**src/rtl/match_share_arb.sv**
```systemverilog
// Round-robin arbiter that time-shares one sequence matcher among NREQ requesters,
// forwarding the owner's element stream and routing the resulting hit burst back.
module match_share_arb #(
  parameter int NREQ   = 2,
  parameter int MAXLEN = 10,
  parameter int TMO    = 4
) (
  input  logic                clock,
  input  logic                reset,
  input  logic [3:0]          num,
  input  logic [NREQ-1:0]     req,
  input  logic [4*NREQ-1:0]   seq_in,
  output logic [NREQ-1:0]     gnt,
  output logic                m_valid,
  output logic [3:0]          m_num,
  output logic [3:0]          m_seq,
  input  logic                m_hit,
  output logic [NREQ-1:0]     hit_out,
  output logic                busy,
  output logic                err_miss,
  output logic                err_spur,
  output logic [1:0]          dbg_state
);

  localparam int IW = (NREQ > 1) ? $clog2(NREQ) : 1;

  localparam logic [1:0] S_IDLE  = 2'd0;
  localparam logic [1:0] S_RUN   = 2'd1;
  localparam logic [1:0] S_DRAIN = 2'd2;

  localparam logic [3:0] MAXLEN_C = 4'(MAXLEN);
  localparam logic [3:0] TMO_C    = 4'(TMO);

  // Handshake: while granted, req[owner] is the element valid and m_valid mirrors it
  // combinationally; there is no back-pressure, every valid element is consumed.

  logic [1:0]    state;
  logic [IW-1:0] owner;
  logic [IW-1:0] rr_ptr;
  logic [3:0]    num_q;
  logic [3:0]    len;
  logic [3:0]    exp_cnt;
  logic [3:0]    wait_cnt;

  logic [IW-1:0] pick;
  logic [IW-1:0] idx;
  logic          pick_found;
  logic          owner_req;
  logic [3:0]    owner_seq;
  logic          drain_live;

  // First set request strictly after the last owner, wrapping modulo NREQ.
  always_comb begin
    pick       = rr_ptr;
    pick_found = 1'b0;
    idx        = '0;
    for (int k = 1; k <= NREQ; k++) begin
      idx = IW'((int'(rr_ptr) + k) % NREQ);
      if (!pick_found && req[idx]) begin
        pick       = idx;
        pick_found = 1'b1;
      end
    end
  end

  assign owner_req  = req[owner];
  assign owner_seq  = seq_in[4*int'(owner) +: 4];
  assign drain_live = (state == S_DRAIN) && (exp_cnt != 4'd0);

  assign m_valid   = (state == S_RUN) && owner_req;
  assign m_seq     = (state == S_RUN) ? owner_seq : 4'd0;
  assign m_num     = (state == S_RUN) ? num_q : 4'd0;
  assign hit_out   = (drain_live && m_hit) ? (NREQ'(1) << owner) : '0;
  assign busy      = (state != S_IDLE);
  assign dbg_state = state;

  always_ff @(posedge clock) begin
    if (reset) begin
      state    <= S_IDLE;
      owner    <= '0;
      rr_ptr   <= IW'(NREQ - 1);
      num_q    <= 4'd0;
      len      <= 4'd0;
      exp_cnt  <= 4'd0;
      wait_cnt <= 4'd0;
      gnt      <= '0;
      err_miss <= 1'b0;
      err_spur <= 1'b0;
    end else begin
      err_miss <= 1'b0;
      // A hit is only legitimate while a drain still expects one.
      err_spur <= m_hit && !drain_live;
      case (state)
        S_IDLE: begin
          if (pick_found) begin
            owner   <= pick;
            gnt     <= NREQ'(1) << pick;
            num_q   <= num;
            len     <= 4'd0;
            exp_cnt <= 4'd0;
            state   <= S_RUN;
          end
        end
        S_RUN: begin
          if (!owner_req || (len + 4'd1 == MAXLEN_C)) begin
            state    <= S_DRAIN;
            gnt      <= '0;
            rr_ptr   <= owner;
            wait_cnt <= 4'd0;
          end
          if (owner_req) begin
            len <= len + 4'd1;
            if (owner_seq == num_q) exp_cnt <= exp_cnt + 4'd1;
          end
        end
        S_DRAIN: begin
          if (exp_cnt == 4'd0) begin
            state <= S_IDLE;
          end else if (m_hit) begin
            exp_cnt  <= exp_cnt - 4'd1;
            wait_cnt <= 4'd0;
            if (exp_cnt == 4'd1) state <= S_IDLE;
          end else begin
            wait_cnt <= wait_cnt + 4'd1;
            if (wait_cnt + 4'd1 == TMO_C) begin
              err_miss <= 1'b1;
              exp_cnt  <= 4'd0;
              state    <= S_IDLE;
            end
          end
        end
        default: state <= S_IDLE;
      endcase
    end
  end

endmodule

```
**config.mk**
```make
export PLATFORM = sky130hd
export DESIGN_NAME = match_share_arb
export DESIGN_NICKNAME = d
export VERILOG_FILES = /design/src/rtl/match_share_arb.sv
export SDC_FILE = /design/constraint.sdc
export NUM_CORES = 1
export LEC_CHECK = 0
export BUFFER_PORTS_ARGS = -buffer_cell sky130_fd_sc_hd__buf_2
export CAP_MARGIN = 20
export CORE_MARGIN = 1
export CORE_UTILIZATION = 52
export CTS_BUF_LIST = sky130_fd_sc_hd__clkbuf_4
export CTS_CLUSTER_SIZE = 25
export DETAILED_ROUTE_END_ITERATION = 10
export GPL_TIMING_DRIVEN = 0
export PLACE_DENSITY = 0.76
export SETUP_SLACK_MARGIN = 0.02
export SLEW_MARGIN = 20
export SYNTH_ARGS = -nofsm -noshare
export SYNTH_HDL_FRONTEND = slang
export SYNTH_SLANG_ARGS = --single-unit
```
**constraint.sdc**
```tcl
create_clock -name clock -period 2.6 [get_ports clock]
set_input_delay 0 -clock clock [delete_from_list [all_inputs] [get_ports clock]]
set_output_delay 0 -clock clock [all_outputs]
set_load 0.02 [all_outputs]
```
# Word-level counts from Yosys, hierarchy flattened
# Index checks and enable logic that the tools add are counted.
# totals
wordCells	98
memories	0
romBits	0
out_inout_bits	18
latch_bits	0
register_bits	24
mem_bits_rw	0
# op_classes
n_div	0
n_bitwise	1
n_eq_ne	14
reduce_logical	24
order_cmp	3
mul	0
add_sub_neg	6
n_shift	3
n_mux	37
# op_table
operator	count
2-to-1 mux 4 bit	12
2-to-1 mux 2 bit	9
one-hot mux 4 bit (2 select lines)	2
adder 4 x 1 -> 4 bit (second input constant)	3
one-hot mux 4 bit (3 select lines)	1
2-to-1 mux 1 bit	11
AND reduction 3 bit	3
inequality test 4 x 2 -> 1 bit (second input constant)	2
variable part select 8 x 4 -> 4 bit	1
less-than comparator 1 x 2 -> 1 bit (second input constant)	3
inequality test 2 bit (second input constant)	3
one-hot mux 2 bit (3 select lines)	1
AND reduction 6 bit	1
nonzero test 2 bit	3
logical AND 1 bit	5
equality test 4 x 1 -> 1 bit (second input constant)	1
equality test 4 x 3 -> 1 bit (second input constant)	1
equality test 4 bit	1
equality test 4 bit (second input constant)	1
logical NOT 4 bit	1
inequality test 2 x 1 -> 1 bit (second input constant)	2
one-hot mux 2 bit (2 select lines)	1
AND reduction 2 bit	2
AND reduction 4 bit	1
other kinds (13)	17

# Logic depth before layout (Yosys ltp)
# Gate-level depths: netlist (run 1).
# depth
word_depth	10
ltp_mapped	8
ltp_nobuf	7

# Worst setup path before layout (run 1)
# OpenSTA, ideal clock, no wires.
# synth_timing
path_type	reg-to-reg
from	register state[1] (netlist: dbg_state[1])
to	register state[0] (netlist: dbg_state[0])
synth_period_minus_slack_ns	1.831
stages_incl_launch_ff	8
setup_ns	0.070
arrival_ns	1.761
n_path_buf	1
path_slack_ns	0.769
path_cell_list	dfxtp_1 > inv_1 > ha_1 > nand2b_2 > a311oi_2 > buf_6 > or4_1 > a21oi_1
# synth_via
elab_chain_len	3
elab_cells_between_ends	9
cone_classes	eq/ne (6); mux (1); reduce/logical (2)
# synth_rtl
element	line_no	text
from (decl)	37	logic [1:0] state;
from (signal assigned)	79	state <= S_IDLE;
from (signal assigned)	101	state <= S_RUN;
from (signal assigned)	106	state <= S_DRAIN;
equality test 2 bit, or another cell as far along	93	case (state)
inequality test 4 x 2 -> 1 bit (no source line), or another cell as far along	-	
AND reduction 4 bit (no source line)	-	
# Several ways; a longest one is shown, not always the timed one.
# A chain may end at the register's enable or synchronous reset.

# Worst setup path in the final report (run 1)
# layout_timing
from	register state[1] (netlist: dbg_state[1])
to	register exp_cnt[0]
# layout_via
elab_chain_len	3
elab_cells_between_ends	11
cone_classes	eq/ne (7); mux (1); reduce/logical (3)
# layout_rtl
element	line_no	text
equality test 2 bit, or another cell as far along	93	
inequality test 3 x 2 -> 1 bit (no source line), or another cell as far along	-	
AND reduction 6 bit (no source line)	-	
to (signal assigned)	113	if (owner_seq == num_q) exp_cnt <= exp_cnt + 4'd1;
to (signal assigned)	120	exp_cnt <= exp_cnt - 4'd1;
to (decl)	42	logic [3:0] exp_cnt;
# Several ways; a longest one is shown, not always the timed one.

==> results.ini, run 1 <==
[critical_path]
critPathSlowestCell=a2111oi_0
cp-start-kind=flip-flop
reg2reg_from=dbg_state[1]
crit_type=reg2reg
endpoint=exp_cnt[0]
cpPeakStageDelay_ns=0.47
cp.arrival_ns=2.26
path_cells=inv_1, ha_1, clkinv_1, a2111oi_0, nand4_1, o31ai_1
cp.required_ns=2.85
r2r.worst_path.cells=6
reg2reg_slack_ns=0.59
endpoint_kind=flip-flop
crit_fanout=10
crit_path_start=dbg_state[1]
timing.rr.end=exp_cnt[0]

[power]
power.density_nw_per_um2=475.4
p_leak_nw=0.8600
peakVddDrop_v=0.0003457

[floorplan]
rows=20
die_y_um=59.54
start_util_pct=55.48
ios=35
dieArea_um2=3545
die_w_um=59.54
core_um2=3103

[sta]
setup_viol=0
period_share_pct=77.40
relSlewSlack_pct=63.64
timing.final.ws_setup_ns=0.5876
fmax_mhz=496.9
hold_viol=0
fin_setup_tns_ns=0
worst_slew_pin_slew_ns=0.5417
rsz0062_at_grt=no
period_needed_ns=2.012
maxSlewViolCount=0
finClkSkew_ns=0.01232

[route]
drc=0
wl_mm=3.972
dr.pass1.iters=5
vias_per_cell=5.679
wl_per_cell_um=13.70
ant_nets=0
vias=1647
drt-initial-drc-count=115

[clocking]
clkSlewWorstSetupHoldPaths_ns=0.14
cts_tree=done
cts_resized=0
clk_path_buf_depth=2
clockRootBuffer=clkbuf_4
cts_setup_buffers=0
cts.htree.levels=1
insertion_delay_ns=0.32
cts_num_sinks=24
numCtsBuffers=3

[synth]
yosysMostFrequentCell=dfxtp_1
synth_edf_count=0
synth_fp_nets=234
synth_cells=204
synth_common_cells=dfxtp_1 (24), nor2_1 (23), a21oi_1 (13), ha_1 (13), nand2_1 (12)
yosysSeqAreaShare_pct=27.91
yosysWarnings=0
synth_seq_cells=24
synth.area.top_cells=dfxtp_1 (28%), ha_1 (9.4%), mux2i_1 (6.4%)
yosys.area.top_type=dfxtp_1
avgSynthCellArea_um2=8.439
synth_top_flop_cell=dfxtp_1
synth_top_area_share_pct=27.91
async_reset_ff_share_pct=0
syn_area_um2=1722
yosys.cell_types.count=53

[layout]
n_antenna_cell=0
nNetsFinal=278
multi_input_area_um2=1140
seq_area_um2=480.5
synthToLayoutAreaGrowth_pct=17.59
layout-drive-gt1-share_pct=19.92
num-fill-cells=292

[worst_hold_path]
hold_path.class=in2reg

[global_routing]
antenna_found_initial=0
grt_pass1_wl_mm=6.486
grt_pass1_vias=1489
grtUsageTotal_pct=23.91
grt_max_degree=13
overflow=0

[place]
dp_slack_ns=0.6241
gp_congestion=0.7834
port_buffers=33
dp_hpwl_mm=2.916

[status]
status=completed

[run]
drv_cap=0

[through the flow]
stage | cells | hold slack (ns) | area, µm² | total power (W) | util [%]
2_1_floorplan | 204 | 0.1292 | 1722 | 0.0006954 | -
3_3_place_gp | 281 | 0.2347 | 1942 | 0.0007893 | 62.58
3_5_place_dp | 281 | 0.2481 | 1942 | 0.0007942 | 62.58
4_1_cts | 290 | 0.01233 | 2024 | 0.0009701 | 65.24
5_1_grt | 290 | 0.02959 | 2024 | 0.001027 | 65.24
6_report | 290 | 0.01231 | 2024 | 0.0009624 | 65.24
[where the power goes]
part / internal [W] / switching (W)
combinational: 0.000153 / 0.000219
clock: 0.0000543 / 0.000112
sequential: 0.000395 / 0.0000290
[cells in the final DEF, fill, tap and decap left out, types with 2 or more instances in the layout]
cell type      netlist  final
o21ai_0              6      6
nand2b_1             7      7
nand2_1             12     12
or4b_1               2      2
dfxtp_1             24     24
mux2i_1             11     11
o31ai_1              6      6
nand3_1              3      3
nor3_1               4      4
xnor2_1              5      5
ha_1                13     13
or4_1                3      3
nor3b_1              3      3
inv_1               10     10
buf_2                0     33
a32oi_1              2      2
nor2b_1              3      3
nor2_1              23     23
and2_1               6      6
a21oi_1             13     13
o221ai_1             3      3
clkbuf_4             0      3
a221o_1              2      2
clkbuf_1             2      2
nand4_1              2      2
and3_1               3      3
dlygate4sd3_1        0      6
or2_1                2      2
a211oi_1             2      2
o21ai_1              3      3
buf_6                4      4
[area by class of cell]
class | count | share of cell area (%)
multi-input cells | 161 | 56.30
plain buffers | 7 | 2.781
inverters | 12 | 2.225
well taps | 44 | 2.719
repair buffers | 39 | 11.12
clock buffers | 3 | 1.112
flip-flops and latches | 24 | 23.73
[flip-flops by register name, summed over array words and instances (netlist names)]
signal     count
exp_cnt        4
len            4
num_q          4
wait_cnt       4
dbg_state      2
gnt            2
err_miss       1
err_spur       1
owner          1
rr_ptr         1
[critical path: cells and delay by family, from the launching register on]
kind / cells / cell delay [ns]
AOI/OAI and AO/OA: 2 / 0.56
adders and majority gates: 1 / 0.35
buffers and inverters: 2 / 0.50
DFF: 1 / 0.39
and+or+nand+nor: 1 / 0.14
[metal layers]
metal  GRT usage (%)  wire, µm
met1           29.03      1838
met2           43.66      1948
met3           5.022       152
met4           3.987        32
met5               0         0
[worst min path at each step]
| stage | start | to | cells after the start |
|---|---|---|---|
| after floorplan | m_hit | err_spur | 2 |
| after global placement | num[1] | num_q[1] | 3 |
| after detailed placement | num[2] | num_q[2] | 3 |
| after CTS | reset | err_spur | 3 |
| after global routing | reset | err_spur | 3 |
| final | reset | err_spur | 3 |
[kinds of logic (layout without fill, tap and decap cells)]
kind of cell	Yosys count	in the layout	synth area share [%]
compound gates	51	51	21.15
xor+xnor	5	5	2.543
fa+ha+maj	13	13	9.448
buf+inv	19	61	5.886
flops	24	24	27.91
mux	12	12	7.704
simple gates	80	80	25.36
[what timing repair did]
action,in CTS,in global routing
endpoints found under the hold margin,6,0
endpoints found under the setup margin,0,0
hold buffers,6,0
Power figures use the tool's default switching activity.
==> run 2, diff against run 1 <==
--- a/config.mk
+++ b/config.mk
@@ -8,12 +8,12 @@
 export BUFFER_PORTS_ARGS = -buffer_cell sky130_fd_sc_hd__buf_2
 export CAP_MARGIN = 20
 export CORE_MARGIN = 1
-export CORE_UTILIZATION = 52
+export CORE_UTILIZATION = 51
 export CTS_BUF_LIST = sky130_fd_sc_hd__clkbuf_4
 export CTS_CLUSTER_SIZE = 25
 export DETAILED_ROUTE_END_ITERATION = 10
 export GPL_TIMING_DRIVEN = 0
-export PLACE_DENSITY = 0.76
+export PLACE_DENSITY = 0.78
 export SETUP_SLACK_MARGIN = 0.02
 export SLEW_MARGIN = 20
 export SYNTH_ARGS = -nofsm -noshare
==> constraint.sdc (replaced) <==
create_clock -name clock -period 1.75 [get_ports clock]
set_input_delay 0 -clock clock [delete_from_list [all_inputs] [get_ports clock]]
set_output_delay 0 -clock clock [all_outputs]
set_load 0.02 [all_outputs]
==> results.ini, run 2 (synthesis gave the netlist of run 1 again) <==
[layout]
layout-drive-gt1-share_pct=37.50  ; +18 points
final_cell_mix=buf_2 (33), nor2_1 (22), dfxtp_1 (15)
final_common_cell=buf_2
multi_input_area_um2=1309  ; +15%
n_antenna_cell=0  ; unchanged
fin_cells=308  ; +6.2%
seq_area_um2=504.2  ; +4.9%
synthToLayoutAreaGrowth_pct=40.77
post-route-util_pct=77.48  ; +12 points
nNetsFinal=295  ; +6.1%
final_area_um2=2424  ; +20%
num-fill-cells=216  ; -26%

[clocking]
numCtsBuffers=3  ; unchanged
clockRootBuffer=clkbuf_4
cts_tree=done
cts.htree.levels=1  ; unchanged
clkSlewWorstSetupHoldPaths_ns=0.15  ; about the same
insertion_delay_ns=0.33  ; about the same
clk_path_buf_depth=2  ; unchanged
cts_num_sinks=24  ; unchanged

[route]
wl_mm=5.025  ; +27%
drt-initial-drc-count=197  ; +71%
dr.pass1.iters=4  ; -1
wl_per_cell_um=16.31  ; +19%
vias_per_cell=5.860  ; +3.2%
ant_nets=0  ; unchanged
drc=0  ; unchanged
vias=1805  ; +9.6%

[run]
drv_cap=0  ; unchanged

[power]
p_leak_nw=0.9978  ; +16%
peakVddDrop_v=0.0004479  ; +30%
power.density_nw_per_um2=729.3  ; +53%

[worst_hold_path]
hold_path.class=in2reg
hold_path.startpoint=reset

[sta]
fin_setup_tns_ns=-1.101  ; -1.101 ns
relSlewSlack_pct=63.05  ; -0.60 points
setup_viol=11  ; +11
fmax_mhz=513.8  ; +3.4%
hold_viol=0  ; unchanged
finClkSkew_ns=0.005806  ; -0.006518 ns
period_share_pct=111.2  ; +34 points
timing.final.ws_setup_ns=-0.1962  ; -0.7838 ns
rsz0062_at_grt=yes
period_needed_ns=1.946  ; -0.06622 ns
fin_hold_ws_ns=0.02016  ; +0.007851 ns
worst_slew_pin_slew_ns=0.5543  ; +0.01258 ns
maxSlewViolCount=0  ; unchanged

[place]
gp_congestion=0.8407  ; +7.3%
port_buffers=33  ; unchanged
dp_hpwl_mm=2.903  ; -0.46%
placed_cells=281  ; unchanged
post_dp_cell_area_um2=1958  ; +0.84%

[floorplan]
start_util_pct=55.04  ; -0.44 points
die_y_um=60.10  ; +0.94%
ios=35  ; unchanged
dieArea_um2=3612  ; +1.9%
rows=20  ; unchanged
core_um2=3128  ; +0.81%
die_w_um=60.10  ; +0.94%

[critical_path]
crit_fanout=5  ; -5
path_cells=buf_4, ha_2, inv_1, o311a_1, buf_4, or4_1, a21oi_1
reg2reg_slack_ns=-0.20  ; -0.78 ns
cp-start-kind=flip-flop
critPathSlowestCell=dfxtp_4
reg2reg_from=wait_cnt[0]
crit_type=reg2reg
cp.required_ns=2.01  ; -0.84 ns
cp.arrival_ns=2.21  ; -0.05 ns
crit_path_start=wait_cnt[0]
endpoint_kind=flip-flop
critPathMostFrequentCell=buf_4
cpPeakStageDelay_ns=0.41  ; -0.06 ns

[global_routing]
overflow=0  ; unchanged
grtUsageTotal_pct=26.24  ; +2.3 points
grt_max_degree=15  ; +2
grt_pass1_vias=1645  ; +10%
antenna_found_initial=0  ; unchanged
grt_pass1_wl_mm=7.279  ; +12%

[status]
violations=setup timing
status=complete, but fails checks

run 2: cell types whose count changed in the layout (fill, tap and decap cells not counted), moves of 3 or more:
| cell | previous run | this run |
|---|---|---|
| buf_4 | 0 | 12 |
| ha_1 | 13 | 6 |
| dfxtp_1 | 24 | 15 |
| o31ai_2 | 0 | 3 |
| o31ai_1 | 6 | 3 |
| ha_4 | 0 | 5 |
| dfxtp_4 | 0 | 5 |
| dfxtp_2 | 0 | 4 |
| buf_12 | 0 | 3 |
run 2: worst max-delay path: cells and delay by family, from the launching register on:
kind            cells  cell delay (ns)
fa+ha+maj           1             0.21
buf+inv             3             0.34
simple gates        1             0.39
flops               1             0.41
compound gates      2             0.53
run 2: per-layer routing:
metal  up-vias  wire [µm]  GRT usage (%)
met5         -          0              0
met4         0         78          10.63
met3        10        315          3.247
met2        89       2381          45.84
met1       842       2249          32.11
li1        864          -              -
run 2: stage by stage:
stage                     power (W)  setup slack, ns
after global placement     0.001182          -0.1974
final                      0.001767          -0.1962
after global routing       0.001838          -0.2247
after detailed placement   0.001188          -0.2032
after CTS                  0.001702          -0.1757
after floorplan            0.001041         -0.05926
run 2: timing repair:
item | CTS | global route
hold endpoints to repair | 6 | 0
cloned | 0 | 0
setup buffers | 11 | 5
hold buffers | 7 | 0
resized for setup | 37 | 13
endpoints found under the setup margin | 23 | 14
pin swaps | 13 | 5
run 2: power breakdown:
group          total [W]  internal, W  switching [W]
Clock           0.000422     0.000232       0.000190
Combinational   0.000707     0.000317       0.000390
Sequential      0.000639     0.000586      0.0000525
run 2: worst paths after layout:
check                       to  cells past startpoint
hold reg to reg     exp_cnt[1]                      2
setup reg to reg  dbg_state[0]                      7
hold / removal      exp_cnt[1]                      3
setup / recovery  dbg_state[0]                      7
run 2: layout make-up:
type / instances / share of cell area (%)
buffer: 7 / 2.736
inverter: 12 / 2.013
clock buffer: 3 / 0.9293
multi-input combinational: 161 / 54.00
timing repair buffer: 56 / 16.00
clock inverter: 1 / 1.239
sequential: 24 / 20.81
tap: 44 / 2.272
